$ cat config.mk
export PLATFORM = sky130hd
export DESIGN_NAME = pipe_phy_detect_responder
export DESIGN_NICKNAME = d
export VERILOG_FILES = /design/src/rtl/pipe_phy_detect_responder.sv
export SDC_FILE = /design/constraint.sdc
export NUM_CORES = 1
export LEC_CHECK = 0
export BUFFER_PORTS_ARGS = -buffer_cell sky130_fd_sc_hd__buf_4
export CORE_UTILIZATION = 45
export DETAILED_ROUTE_END_ITERATION = 10
export MAX_ROUTING_LAYER = met4
export PLACE_DENSITY = 0.72
export SKIP_CTS_REPAIR_TIMING = 1
export SYNTH_ARGS = -nofsm -noshare
export SYNTH_HDL_FRONTEND = slang
export SYNTH_SLANG_ARGS = --single-unit
$ cat constraint.sdc
create_clock -name pclk -period 5.9 [get_ports pclk]
set_clock_uncertainty 0.15 [all_clocks]
set_input_delay 1.18 -clock pclk [delete_from_list [all_inputs] [get_ports pclk]]
set_output_delay 1.18 -clock pclk [all_outputs]
set_load 0.02 [all_outputs]
$ cat src/rtl/pipe_phy_detect_responder.sv
// rtl/pipe_phy_detect_responder.sv - behavioural PIPE PHY answering reset, receiver-detect and PowerDown handshakes
module pipe_phy_detect_responder #(
    parameter int RESET_LATENCY  = 4,
    parameter int DETECT_LATENCY = 8,
    parameter int PD_LATENCY     = 5
) (
    input  logic       pclk,
    input  logic       reset,
    input  logic       TxDetectRx_Loopback,
    input  logic [3:0] PowerDown,
    input  logic       TxElecIdle,
    input  logic       rx_present,
    output logic       PhyStatus,
    output logic [2:0] RxStatus,
    output logic       RxElecIdle,
    output logic [3:0] pd_current,
    output logic       loopback_active,
    output logic       pd_error
);

    localparam int MAX_LAT_A = (RESET_LATENCY > DETECT_LATENCY) ? RESET_LATENCY : DETECT_LATENCY;
    localparam int MAX_LAT   = (MAX_LAT_A > PD_LATENCY) ? MAX_LAT_A : PD_LATENCY;
    localparam int CNT_W     = $clog2(MAX_LAT + 1);

    localparam logic [CNT_W-1:0] CNT_MAX = CNT_W'(MAX_LAT);
    localparam logic [CNT_W-1:0] RST_CNT = CNT_W'(RESET_LATENCY);
    localparam logic [CNT_W-1:0] DET_CNT = CNT_W'(DETECT_LATENCY);
    localparam logic [CNT_W-1:0] PD_CNT  = CNT_W'(PD_LATENCY);

    localparam logic [3:0] PD_P0 = 4'b0000;
    localparam logic [3:0] PD_P1 = 4'b0010;
    localparam logic [3:0] PD_P2 = 4'b0011;

    typedef enum logic [2:0] {
        RST_WAIT,
        IDLE,
        DETECT,
        DET_HOLD,
        PD_CHANGE
    } state_t;

    state_t           state_q, state_d;
    logic [CNT_W-1:0] cnt_q, cnt_d, cnt_inc;
    logic [3:0]       target_q, target_d;
    logic             phy_q, phy_d;
    logic [2:0]       rxs_q, rxs_d;
    logic             rxei_q, rxei_d;
    logic [3:0]       pd_cur_q, pd_cur_d;
    logic             lb_q, lb_d;
    logic             perr_q, perr_d;
    logic             inv_seen_q, inv_seen_d;
    logic [3:0]       inv_val_q, inv_val_d;

    always_ff @(posedge pclk or posedge reset) begin
        if (reset) begin
            state_q    <= RST_WAIT;
            cnt_q      <= '0;
            target_q   <= PD_P1;
            phy_q      <= 1'b1;
            rxs_q      <= 3'b000;
            rxei_q     <= 1'b1;
            pd_cur_q   <= PD_P1;
            lb_q       <= 1'b0;
            perr_q     <= 1'b0;
            inv_seen_q <= 1'b0;
            inv_val_q  <= 4'b0000;
        end else begin
            state_q    <= state_d;
            cnt_q      <= cnt_d;
            target_q   <= target_d;
            phy_q      <= phy_d;
            rxs_q      <= rxs_d;
            rxei_q     <= rxei_d;
            pd_cur_q   <= pd_cur_d;
            lb_q       <= lb_d;
            perr_q     <= perr_d;
            inv_seen_q <= inv_seen_d;
            inv_val_q  <= inv_val_d;
        end
    end

    always_comb begin
        state_d    = state_q;
        cnt_d      = cnt_q;
        target_d   = target_q;
        phy_d      = 1'b0;
        rxs_d      = 3'b000;
        pd_cur_d   = pd_cur_q;
        perr_d     = 1'b0;
        inv_seen_d = inv_seen_q;
        inv_val_d  = inv_val_q;
        cnt_inc    = (cnt_q == CNT_MAX) ? cnt_q : cnt_q + CNT_W'(1);

        // A valid PowerDown value re-arms the invalid-request reporting.
        if (PowerDown <= PD_P2) begin
            inv_seen_d = 1'b0;
        end

        case (state_q)
            RST_WAIT: begin
                if (cnt_q == RST_CNT) begin
                    state_d = IDLE;
                    cnt_d   = '0;
                end else begin
                    phy_d = 1'b1;
                    cnt_d = cnt_inc;
                end
            end
            IDLE: begin
                if (PowerDown != pd_cur_q) begin
                    if (PowerDown > PD_P2) begin
                        perr_d     = !inv_seen_q || (PowerDown != inv_val_q);
                        inv_seen_d = 1'b1;
                        inv_val_d  = PowerDown;
                    end else begin
                        target_d = PowerDown;
                        cnt_d    = CNT_W'(1);
                        state_d  = PD_CHANGE;
                    end
                end else if (TxDetectRx_Loopback && (pd_cur_q == PD_P1)) begin
                    cnt_d   = CNT_W'(1);
                    state_d = DETECT;
                end
            end
            DETECT: begin
                // Dropping the request aborts even on the would-be final cycle.
                if (!TxDetectRx_Loopback) begin
                    state_d = IDLE;
                end else if (cnt_q == DET_CNT) begin
                    phy_d   = 1'b1;
                    rxs_d   = rx_present ? 3'b011 : 3'b000;
                    state_d = DET_HOLD;
                end else begin
                    cnt_d = cnt_inc;
                end
            end
            DET_HOLD: begin
                if (!TxDetectRx_Loopback) begin
                    state_d = IDLE;
                end
            end
            PD_CHANGE: begin
                if (cnt_q == PD_CNT) begin
                    pd_cur_d = target_q;
                    phy_d    = 1'b1;
                    state_d  = IDLE;
                end else begin
                    cnt_d = cnt_inc;
                end
            end
            default: state_d = RST_WAIT;
        endcase

        lb_d   = (state_d == IDLE) && TxDetectRx_Loopback && (pd_cur_d == PD_P0);
        rxei_d = (pd_cur_d != PD_P0) || TxElecIdle || (state_d == RST_WAIT);
    end

    assign PhyStatus       = phy_q;
    assign RxStatus        = rxs_q;
    assign RxElecIdle      = rxei_q;
    assign pd_current      = pd_cur_q;
    assign loopback_active = lb_q;
    assign pd_error        = perr_q;

endmodule

* Yosys cells after proc, flatten, opt, wreduce, memory -nomap -nowiden
Cells that the tools add are included.
** Word-level totals
- Register bits after elaboration :: 27
- Bits of input ports :: 9
- Logic and storage cells :: 82
** Cells by class
- Multiplexer cells :: 36
- Bitwise operators :: 1
- Add/subtract/negate cells :: 1
- Order comparisons :: 2
- Reductions and logical operators :: 15
- Eq/ne operators :: 16
** Operator list (number)
- 2-to-1 mux 4 bit :: 10
- 2-to-1 mux 3 bit :: 8
- one-hot mux 4 bit (4 select lines) :: 1
- one-hot mux 3 bit (5 select lines) :: 1
- 2-to-1 mux 1 bit :: 11
- equality test 4 x 3 -> 1 bit (second input constant) :: 2
- 2-to-1 mux 2 bit :: 4
- != test 4 bit :: 2
- nonzero test 4 bit :: 2
- equality test 3 x 1 -> 1 bit (second input constant) :: 2
- equality test 3 x 2 -> 1 bit (second input constant) :: 2
- logical NOT 3 bit :: 2
- != test 2 bit (second input constant) :: 3
- != test 3 bit (second input constant) :: 2
- AND reduction 3 bit :: 2
- AND reduction 6 bit :: 1
- adder 4 x 1 -> 4 bit (second input constant) :: 1
- equality test 4 x 2 -> 1 bit (second input constant) :: 1
- equality test 4 bit (second input constant) :: 1
- > comparator 4 x 2 -> 1 bit (second input constant) :: 1
- less-or-equal comparator 4 x 2 -> 1 bit (second input constant) :: 1
- logical NOT 4 bit :: 1
- equality test 3 bit (second input constant) :: 1
- logical AND 1 bit :: 3
- other kinds (4) :: 6

* Longest topological paths before layout
- Word-level depth :: 8
- Gate-level depth with buffers :: 7
- Depth with buffers taken out :: 7

* Least setup slack after synthesis
No wires, ideal clock.
- Path kind :: input -> register
- Start point :: input PowerDown[3]
- End point :: register inv_val_q[0]
- Stages :: 5
- Buffers on the path :: 0
- Library setup time :: 128 ps
- Path slack :: 3377 ps
- Arrival time :: 2245 ps
- Required time :: 5622 ps
- Cell sequence :: xnor2_1 > nand4_2 > nor3b_4 > and2b_1 > mux2_1
** On the way
- Longest elaborated chain between the ends :: 2
- Elaborated cells between the ends (all ways) :: 3
** RTL lines
- from (decl) :: RTL line 10 : input logic [3:0] PowerDown,
- > comparator 4 x 2 -> 1 bit / != test 4 bit (equally long branches) :: RTL line 111, 110
- AND reduction 3 bit (no line) (*)
- to (signal assigned) :: RTL line 78 : inv_val_q <= inv_val_d;
- to (decl) :: RTL line 52 : logic [3:0] inv_val_q, inv_val_d;
Every way passes the cells marked *; elsewhere a longest branch is shown, timed or not.
A chain may end at the register's enable or synchronous reset.

* Worst setup path in the final report
- Start point :: register state_q[2]
- End point :: register lb_q (netlist: loopback_active)
** On the way
- Elaborated cells between the ends (all ways) :: 19
** RTL lines
- from (decl) :: RTL line 42 : state_t state_q, state_d;
- from (signal assigned) :: RTL line 68 : state_q <= state_d;
- equality test 3 bit :: RTL line 99 : case (state_q)
- 2-to-1 mux 4 bit :: RTL line 99
- net pd_cur_d[0] :: RTL line 48 : logic [3:0] pd_cur_q, pd_cur_d;
- logical NOT 4 bit :: RTL line 154 : lb_d = (state_d == IDLE) && TxDetectRx_Loopback && (pd_cur_d == PD_P0);
- logical AND 1 bit :: RTL line 154
- net lb_d :: RTL line 49 : logic lb_q, lb_d;
- to (signal assigned) :: RTL line 75 : lb_q <= lb_d;
- to (decl) :: RTL line 49
The timed path passes the listed nets, and every way through them passes these cells.

==> summary.txt <==
Timing
  • Worst Max-Slew Pin Slew: 926 ps
  • Max-slew violation count: 0
  • Final Setup Violations: 0
  • Setup WS post-layout: around 3400 ps
  • Relative slew slack: 0.382
  • Minimum clock period: 2490 ps
  • RSZ-0062 raised after global routing: false
  • Final TNS setup: 0 ps
  • Final-report hold violation count: 0
  • Final period utilization: 0.423
  • F_max: 401 MHz

Global routing
  • First-pass GRT wire length: 4700 um
  • Number of global-route vias before repair: 1013
  • Largest net degree at the start of global routing: 26
  • Met2 GRT Util: 0.279
  • Total track usage: 0.189
  • Gr ovfl total: 0
  • GRT met1 Usage: 0.260
  • Grt met3 use: 0.0374
  • GR peak layer: met2
  • Initial antenna violation count: 0

Clock tree
  • Clk Latency, worst-skew pair: about 320 ps
  • Total CTS buffers: 3
  • CTS sink cnt: 25
  • Root buf cell: clkbuf_4
  • Max clock buf depth: 2
  • H-tree Lvls: 1
  • Reg clk slew, reported paths: ~130 ps
  • CTS tree: done

Pwr
  • P per Cell Area: approximately 380 nW/um2
  • Lkg Pwr: 0.750 nW
  • Peak supply drop: 0.165 mV

Yosys
  • Seq/Total Area, Yosys: 0.438
  • Yosys warning count: 0
  • Synthesized area per cell: around 11 um2
  • Syn_nets: 149
  • Netlist cell types: 47
  • Largest cells by area after synthesis: dfrtp_1 36%, dfstp_2 7.3%, xnor2_1 4.9%, mux2_4 4.2%, nand2_1 3.4%
  • Mapped Cells: 137
  • Prevailing post-synth register cell: dfrtp_1
  • Ys async rst share: 1.00
  • Leading area contributor after synthesis: dfrtp_1
  • Count of flip-flops with a built-in enable after synthesis: 0
  • Post-synth top area share: 0.365
  • Synth Register Bits: 25
  • Cell Area, Synth: 1440 um2

Placed design
  • Pre-CTS setup slack: 3110 ps
  • Placed cell areas: 1600 um2
  • DP HPWL: 2010 um
  • GPL Wtd Cong: between 0.8 and 0.9
  • I/O Buffers: 18

Job
  • Max-cap violations: 0

Critical path
  • Delay-heaviest family, CP: simple AND/OR/NAND/NOR gates
  • Critical path arrival: 2600 ps
  • Crit-path cells: inv_2 > nor4_4 > mux2_2 > nor4_2 > and4_1
  • Worst Setup End Kind: flip-flop
  • R2R Setup Slk: between 3000 and 4000 ps
  • Crit start category: flip-flop
  • Critical R2R Capture: loopback_active$_DFF_PP0_
  • Worst Setup Path Type: reg -> reg
  • Max stage delay cell, worst path: dfrtp_1
  • R2R cell count: 5
  • Worst path depth: 5
  • CP Capture Point: loopback_active$_DFF_PP0_
  • Critical Path Max Stage Delay: 660 ps
  • Largest fanout on the critical path: 13
  • Setup crit start: state_q[2]$_DFF_PP0_
  • Reg2reg start: state_q[2]$_DFF_PP0_
  • CP required: 6010 ps
  • Buf/Inv on CP: 1

Final layout
  • Antenna Cells: 0
  • Fill cells: around 300
  • Layout area overhead: 12.9%
  • Layout cells sized above 1: 0.260
  • Multi-input gate area: 754 um2
  • Reg area: 631 um2
  • Final instance area: 1630 um2
  • Net count of the finished layout: 167

Routing
  • Drt wl/cell: approximately 14 um
  • WL final: 2730 um
  • Final ANT Viol Nets: 0
  • Number of vias per cell: 5.47
  • DRC errors left: 0
  • Pre-Repair DR Iteration Count: 6
  • Via count: around 1100
  • Drt initial violations: 39

Die
  • Rows: 20
  • Die area: between 3000 and 4000 um2
  • I/O pin cnt: 20
  • Initial core utilization: 0.472
  • Die span in y: 58.6 um
  • Die Width: 58.6 um
  • Core area: 3050 um2

Outcome
  • Status: completed

Min path
  • Hold Path Class: reg -> reg
[metal layers]
layer  routed length [um]  vias up  share of wire
met3                  167        4          0.061
li1                     -      524              -
met4                   29        0          0.011
met1                 1250      516           0.46
met2                 1290       39           0.47
met5                    0        -              0
[placed cells by master, fill, tap and decap left out, drive strengths merged, types with 2 or more instances in the layout]
cell and count:
dfrtp 21, inv 7, nor2 11, o21ai 2, a22o 4, dfstp 4, nand2 14, a31oi 2
nand3b 6, and2 2, buf 18, xnor2 8, ha 3, mux2i 3, nand3 5, o211ai 3
clkbuf 4, nor4 4, o21a 2, mux2 8, a21oi 4, or3 2
[stage by stage]
step           instances  utilization  hold slack (ps)  power (W)
6_report             198        0.533              355   0.000615
5_1_grt              198        0.533              394   0.000660
4_1_cts              198        0.533              355   0.000619
3_5_place_dp         194        0.525              321   0.000543
3_3_place_gp         194        0.525              320   0.000533
2_1_floorplan        137            -              297   0.000476
[registers in the layout, indices dropped and copies added, names as in the netlist, 3 cells and up]
register    count
inv_val_q       4
cnt_q           4
target_q        4
pd_current      4
state_q         3
[layout make-up]
class | instances | area share
clock buffer | 4 | 0.0161
timing repair buffer | 18 | 0.0830
sequential | 25 | 0.387
tap | 44 | 0.0338
inverter | 7 | 0.0161
multi-input combinational | 100 | 0.463
[worst min-delay path by stage]
stage	start	end	slack (ps)	cells after the start
floorplan	target_q[3]$_DFFE_PP0P_	target_q[3]$_DFFE_PP0P_	300	1
global placement	target_q[3]$_DFFE_PP0P_	target_q[3]$_DFFE_PP0P_	320	1
detailed placement	target_q[2]$_DFFE_PP0P_	target_q[2]$_DFFE_PP0P_	320	1
CTS	target_q[3]$_DFFE_PP0P_	target_q[3]$_DFFE_PP0P_	350	1
global route	inv_val_q[1]$_DFFE_PP0P_	inv_val_q[1]$_DFFE_PP0P_	390	1
finish	target_q[3]$_DFFE_PP0P_	target_q[3]$_DFFE_PP0P_	350	1
[cell usage after synthesis (2+ instances only)]
library cell / number
buf_4: 2
dfstp_2: 4
mux2_2: 2
xnor2_1: 8
a22o_1: 4
ha_1: 3
mux2_1: 2
inv_1: 6
nand3b_1: 5
and2_1: 2
buf_2: 3
nand3_1: 5
nand2_1: 13
a31oi_1: 2
or3_1: 2
mux2_4: 4
o211ai_1: 3
nor4_1: 2
o21ai_0: 2
mux2i_1: 3
a21oi_1: 4
dfrtp_1: 21
nor2_1: 11
[cells by family (layout without fill, tap and decap cells)]
logic type	count (synthesis)	after routing	synth area share
other cells	1	1	0.00260
fa+ha+maj	3	3	0.0260
flops	25	25	0.437
simple gates	53	53	0.231
xor+xnor	8	8	0.0486
compound gates	24	24	0.122
buf+inv	12	29	0.0391
mux	11	11	0.0938
[report_power, final]
group | total [W] | switching [W] | internal [W]
registers | 0.000287 | 0.0000554 | 0.000231
clock network | 0.0000764 | 0.0000499 | 0.0000264
logic | 0.000252 | 0.000125 | 0.000128
No activity file was read; power rests on OpenSTA's default activity.
